## config.mk

```make
export PLATFORM = sky130hd
export DESIGN_NAME = reaction_timer_core
export DESIGN_NICKNAME = d
export VERILOG_FILES = /design/src/rtl/reaction_timer_core.sv
export SDC_FILE = /design/constraint.sdc
export NUM_CORES = 1
export LEC_CHECK = 0
export ABC_AREA = 0
export CORE_ASPECT_RATIO = 1.1
export CORE_UTILIZATION = 40
export DETAILED_ROUTE_END_ITERATION = 7
export GPL_TIMING_DRIVEN = 0
export PLACE_DENSITY = 0.6
export SETUP_SLACK_MARGIN = 0.05
export SLEW_MARGIN = 30
export SYNTH_ARGS = -nofsm -noshare
export SYNTH_HDL_FRONTEND = slang
export SYNTH_SLANG_ARGS = --single-unit
```

## constraint.sdc

```tcl
create_clock -name clk -period 2.58 [get_ports clk]
set_clock_uncertainty 0.05 [all_clocks]
set_input_delay 0.516 -clock clk [delete_from_list [all_inputs] [get_ports clk]]
set_output_delay 0.516 -clock clk [all_outputs]
set_load 0.1 [all_outputs]
```

## src/rtl/reaction_timer_core.sv

```systemverilog
// Reaction timer game sequencer: idle, random pre-delay, millisecond response
// timing and result hold. The 13-bit count feeds the binary-to-BCD converter.
module reaction_timer_core #(
    parameter int          TICK_DIV     = 100000,
    parameter int          MIN_DELAY_MS = 1000,
    parameter logic [15:0] LFSR_SEED    = 16'hACE1
) (
    input  logic        clk,
    input  logic        reset,
    input  logic        start,
    input  logic        stop,
    output logic [12:0] count,
    output logic        led,
    output logic        busy,
    output logic        done,
    output logic        early,
    output logic        timeout
);

    typedef enum logic [1:0] {
        S_IDLE   = 2'd0,
        S_WAIT   = 2'd1,
        S_TIMING = 2'd2,
        S_RESULT = 2'd3
    } state_t;

    localparam logic [19:0] TICK_MAX   = 20'(TICK_DIV - 1);
    localparam logic [12:0] DELAY_BASE = 13'(MIN_DELAY_MS);
    localparam logic [12:0] COUNT_MAX  = 13'h1FFF;

    state_t      state_r;
    logic [19:0] presc_r;
    logic [15:0] lfsr_r;
    logic [12:0] delay_r;
    logic        tick_s;
    logic [12:0] delay_load_s;

    // Fibonacci LFSR step, taps 16,14,13,11; a nonzero state never maps to zero.
    function automatic logic [15:0] lfsr_step(input logic [15:0] s);
        return {s[14:0], s[15] ^ s[13] ^ s[12] ^ s[10]};
    endfunction

    assign tick_s       = (presc_r == TICK_MAX);
    assign delay_load_s = DELAY_BASE + {2'b00, lfsr_r[10:0]};

    // Free-running LFSR: advances every cycle so the user's start timing picks the delay.
    always_ff @(posedge clk) begin
        if (reset) begin
            lfsr_r <= LFSR_SEED;
        end else begin
            lfsr_r <= lfsr_step(lfsr_r);
        end
    end

    // Game FSM with prescaler, delay counter and all registered outputs.
    always_ff @(posedge clk) begin
        if (reset) begin
            state_r <= S_IDLE;
            presc_r <= 20'd0;
            delay_r <= 13'd0;
            count   <= 13'd0;
            led     <= 1'b0;
            busy    <= 1'b0;
            done    <= 1'b0;
            early   <= 1'b0;
            timeout <= 1'b0;
        end else begin
            // Default prescaler advance; every state entry below overrides it with 0.
            presc_r <= tick_s ? 20'd0 : presc_r + 20'd1;
            case (state_r)
                S_IDLE, S_RESULT: begin
                    if (start) begin
                        state_r <= S_WAIT;
                        presc_r <= 20'd0;
                        delay_r <= delay_load_s;
                        count   <= 13'd0;
                        early   <= 1'b0;
                        timeout <= 1'b0;
                        busy    <= 1'b1;
                        done    <= 1'b0;
                        led     <= 1'b0;
                    end
                end
                S_WAIT: begin
                    // A false start beats a tick landing in the same cycle.
                    if (stop) begin
                        state_r <= S_RESULT;
                        presc_r <= 20'd0;
                        count   <= 13'd0;
                        early   <= 1'b1;
                        busy    <= 1'b0;
                        done    <= 1'b1;
                        led     <= 1'b0;
                    end else if (tick_s) begin
                        if (delay_r == 13'd1) begin
                            state_r <= S_TIMING;
                            presc_r <= 20'd0;
                            delay_r <= 13'd0;
                            count   <= 13'd0;
                            led     <= 1'b1;
                        end else begin
                            delay_r <= delay_r - 13'd1;
                        end
                    end
                end
                S_TIMING: begin
                    // stop freezes count at its pre-edge value, even on a tick.
                    if (stop) begin
                        state_r <= S_RESULT;
                        presc_r <= 20'd0;
                        early   <= 1'b0;
                        busy    <= 1'b0;
                        done    <= 1'b1;
                        led     <= 1'b0;
                    end else if (tick_s) begin
                        if (count == COUNT_MAX) begin
                            state_r <= S_RESULT;
                            presc_r <= 20'd0;
                            timeout <= 1'b1;
                            busy    <= 1'b0;
                            done    <= 1'b1;
                            led     <= 1'b0;
                        end else begin
                            count <= count + 13'd1;
                        end
                    end
                end
                default: begin
                    state_r <= S_IDLE;
                    presc_r <= 20'd0;
                    delay_r <= 13'd0;
                    count   <= 13'd0;
                    led     <= 1'b0;
                    busy    <= 1'b0;
                    done    <= 1'b0;
                    early   <= 1'b0;
                    timeout <= 1'b0;
                end
            endcase
        end
    end

endmodule

```

## After elaboration in Yosys (flattened, before gate mapping)

Cells that the tools add are included.

| operators by class | value |
|---|---|
| bitwise operators | 3 |
| muxes and demuxes | 49 |
| add/subtract/negate cells | 4 |
| reductions and logical operators | 10 |
| equality and inequality tests | 19 |

Operators by type and width:

| operator | number |
|---|---|
| $mux 20 | 8 |
| $mux 13 | 11 |
| $pmux 20 s3 | 1 |
| $pmux 13 s3 | 1 |
| $pmux 13 s2 | 1 |
| $add 20x1->20 const B | 1 |
| $eq 20x17->1 const B | 1 |
| $ne 2x2->1 const B | 9 |
| $mux 1 | 14 |
| $mux 2 | 7 |
| $add 13x1->13 const B | 1 |
| $eq 13x1->1 const B | 1 |
| $eq 13x13->1 const B | 1 |
| $sub 13x1->13 const B | 1 |
| $add 10x11->12 const A | 1 |
| $ne 3x3->1 const B | 4 |
| $pmux 1 s3 | 4 |
| $reduce_and 5->1 | 2 |
| $reduce_and 4->1 | 2 |
| $pmux 2 s3 | 1 |
| $reduce_and 6->1 | 1 |
| $eq 2x2->1 const B | 2 |
| $reduce_bool 2->1 | 2 |
| $reduce_and 3->1 | 1 |
| other kinds (5) | 7 |

| word-level totals | value |
|---|---|
| register bits | 69 |
| output and inout port bits | 18 |
| logic and storage cells | 95 |
| input bits | 4 |

## Logic depth before layout (Yosys ltp)

| logic depth | value |
|---|---|
| word-level depth | 6 |
| mapped depth | 9 |
| gate-level depth less buffers | 7 |

## Worst setup path before layout

OpenSTA, ideal clock, no wires.

| timing | value |
|---|---|
| path kind | flip-flop to flip-flop |
| start point | register count[0] |
| end point | register count[2] |
| arrival | 2.424 ns |
| data required time | 2.411 ns |
| setup slack | -0.013 ns |
| cell stages (with the launch flop) | 8 |
| path through | dfxtp_1 > ha_1 > and3_1 > and4_1 > o41a_1 > buf_6 > o31a_1 > o221a_2 |

| on the way | value |
|---|---|
| cells in the longest elaborated chain, start to end | 5 |
| elaborated cells on any way between the ends | 8 |

RTL lines:

| element | RTL line | text |
|---|---|---|
| start, declared | 12 | `output logic [12:0] count,` |
| start signal, assigned | 124 | `count <= count + 13'd1;` |
| $add 13x1->13 | 124 |  |
| $mux 13 | 116 | `if (count == COUNT_MAX) begin` |
| $mux 13 | 115 | `end else if (tick_s) begin` |
| $mux 13 | 108 | `if (stop) begin` |
| $pmux 13 s3 | 70 | `case (state_r)` |

Parallel ways exist; a longest one is shown, timed or not. The select of a mux whose other input is x is not followed.
A chain may end at the register's enable or synchronous reset.

## Worst setup path after layout

| timing | value |
|---|---|
| start point | register count[9] |
| end point | output port count[9] |

No word-level cell between the ends.

==> results.md <==
* Status: finished, final reports clean
* Fin nets at 467
* Post-Route Utilization at 0.4791
* DRT Pass-1 Iters at 4
* Fin area at 0.004273 mm^2
* CP Launch Type: register
* Final hold violations at 0
* M3 GR Usage at 0.03245
* Crit path cell chain: clkdlybuf4s50_1
* Overall power at 3995 uW
* GRT met2 Usage at 0.2964
* #FFs+latches synth at 69
* Vias post-DR at 3308
* Reg2Reg Depth at 6
* Least-Margin Pin Slew at 0.9742 ns
* GRT met1 Usage at 0.2708
* Post-CTS Hold Fix Bufs at 0
* Final setup viols at 0
* Synth Area per Inst at 8.717 um^2
* Comb pwr share at 0.462
* Post-synth EDFFs at 0
* Sequential fraction of the synthesis area at 0.3746
* Core area at 0.008919 mm^2
* DR WL/cell at 15.76 um
* Pleak at 0.001471 uW
* Die Height at 102.7 um
* Critical path peak fanout at 5
* Residual DRC at 0
* Layout cells sized above 1 at 0.1453
* Initial antenna violation count at 0
* DR iter-0 viols at 200
* GRT Max-Usage Layer: met2
* Final min period at 2.498 ns
* WP buf/inv at 1
* Max-slew violation count at 0
* Peak supply drop at 372.4 uV
* Overall Global Routing Usage at 0.1983
* Die ar. at 0.009607 mm^2
* Int Power at 2183 uW
* First-pass GRT wire length at 14730 um
* Max_cap viols at 0
* Async S/R FF share, synth at 0
* Share of power burned in registers at 0.339
* Final Wtd Congestion at 0.8764
* Yosys warning total at 0
* Grt ovf at 0
* # diodes at 0
* PnR worst setup slack at 0.08154 ns
* Critical-path top delay cell: clkdlybuf4s50_1
* Fill count at 886
* Hold Path Stages at 1
* Type of element capturing the critical path: output pin
* Crit path max-delay family: buffers and inverters
* Syn Inst Count at 423
* Most used DFF post-synth: dfxtp_1
* Mean number of vias per cell at 5.753
* Detailed placement HPWL at 6270 um
* Setup total negative slack at 0 ns
* Largest net degree at the start of global routing at 13
* Unique masters post-synth at 55
* Commonest non-fill, non-tap cell in the layout: dfxtp_1
* Final Cycle Share at 0.9684
* Area Overhead vs Synth at 15.88%
* Initial Util at 0.4134
* Placement Cell Area at 0.004036 mm^2
* Mapped cell area at 0.003687 mm^2
* Critical path depth at 1
* CP arrival at 1.93 ns
* Ports at 22
* WP data required at 2.01 ns
* Worst-Skew Late Latency at 0.37 ns
* Post-Syn Nets at 434
* PD cells at 935.1 mW/mm^2
* Worst setup path category: reg -> out
* Chip width at 93.55 um
* CTS Buf Count at 9
* Max_slew headroom at 0.3485
* Switching Power at 1812 uW
* Sw Share at 0.4535
* HP Class: reg -> reg
* Pre-CTS setup slack at -0.1351 ns
* CTS tree: built
* RSZ-0062 raised after global routing: false
* CTS Root Cell: clkbuf_8
* Clk pin slew, worst setup/hold paths at 0.08 ns
* DRT antenna net count at 0
* Clock sink count at 69
* R2R Setup Slk at 0.15 ns
* Commonest non-fill, non-tap cells in the layout: dfxtp_1, nor2_1, nand2_1
* Max Root-Sink Buffers at 2
* Vias in the first global route at 2964
* Clk pwr share at 0.199
* Drt total wl at 9063 um
* Cell Rows at 36
* Slowest Stage Delay on Critical Path at 1.16 ns
* H-Tree Depth at 3
* Fmax at 0.4002 GHz
* Port bufs at 20
-- layout make-up --
type / instances / area [um^2] / area share
plain buffers: 24 / 132.6 / 0.03104
clock inverters: 6 / 40.04 / 0.009370
repair buffers: 23 / 225.2 / 0.05271
multi-input cells: 311 / 2150 / 0.5031
well taps: 114 / 142.6 / 0.03338
clock buffers: 10 / 127.6 / 0.02987
flip-flops and latches: 69 / 1388 / 0.3247
inverters: 18 / 67.56 / 0.01581
-- cell usage after synthesis (2+ instances only) --
library cell	number	area, um^2
nor4b_2	2	30.03
nor4_2	2	25.02
nand2b_1	4	25.02
o311ai_0	13	113.9
dfxtp_1	69	1381
a31oi_1	2	12.51
or4_1	8	60.06
a21oi_1	20	100.1
xnor2_1	14	122.6
mux2i_1	6	60.06
nor3_1	8	40.04
a211oi_1	6	45.04
o31ai_1	4	30.03
nor3b_1	2	15.01
o22ai_1	4	25.02
o21ai_0	21	105.1
and3_1	5	31.28
o31a_1	6	52.55
o41ai_1	4	35.03
nand3_1	13	65.06
o221a_2	5	56.30
nor4_1	7	43.79
and4_1	6	52.55
nor2_1	47	176.4
nand2_1	25	93.84
nor2b_1	11	68.82
buf_6	2	22.52
a32o_1	2	20.02
o311ai_1	2	17.52
or2_2	8	50.05
nand4_1	8	50.05
o32ai_1	2	17.52
ha_1	7	87.58
clkbuf_1	19	71.32
inv_1	17	63.81
or3_1	4	25.02
and2_1	3	18.77
buf_2	3	15.01
nor4_4	5	106.4
xor2_1	12	105.1
-- power by group through the flow --
stage          clock (uW)  sequential (uW)  combinational, uW
2_1_floorplan           0             1490               1210
3_3_place_gp            0             1370               1760
3_5_place_dp            0             1380               1750
4_1_cts               813             1350               1770
5_1_grt               858             1380               2020
6_report              794             1350               1850
-- final timing paths --
| path | start | end |
|---|---|---|
| setup / recovery | count[9]$_SDFFE_PP0P_ | count[9] |
| hold reg to reg | lfsr_r[14]$_SDFF_PP0_ | lfsr_r[15]$_SDFF_PP1_ |
| hold / removal | lfsr_r[14]$_SDFF_PP0_ | lfsr_r[15]$_SDFF_PP1_ |
| setup reg to reg | delay_r[4]$_SDFFE_PP0P_ | led$_SDFFE_PP0P_ |
-- timing repair --
item / 4_1_cts / 5_1_grt
pin swaps: 0 / 1
endpoints found under the setup margin: 17 / 35
setup buffers: 0 / 3
resized for setup: 4 / 18
-- state kept, by name, indices dropped and copies added, names as in the netlist, 2 cells and up --
signal   flops
count       13
delay_r     13
lfsr_r      16
presc_r     20
state_r      2
-- stage by stage --
step / std cells / hold WS, ns
2_1_floorplan: 423 / 0.3395
3_3_place_gp: 557 / 0.3421
3_5_place_dp: 557 / 0.3622
4_1_cts: 573 / 0.3658
5_1_grt: 575 / 0.3896
6_report: 575 / 0.3619
-- routing by layer --
layer / share of wire / vias up
li1: - / 1634
met1: 0.49 / 1580
met2: 0.45 / 82
met3: 0.042 / 12
met4: 0.023 / 0
met5: 0 / -
-- logic make-up (layout without fill, tap and decap cells) --
logic type / count (synthesis) / after routing / share of synthesized area
muxes: 6 / 6 / 0.01629
adders and majority gates: 7 / 7 / 0.02375
AOI/OAI and AO/OA: 98 / 98 / 0.1883
DFF: 69 / 69 / 0.3746
xor gates and xnor gates: 26 / 26 / 0.06176
and+or+nand+nor: 174 / 174 / 0.2820
buffers and inverters: 43 / 81 / 0.05327
Power figures use the tool's default switching activity.
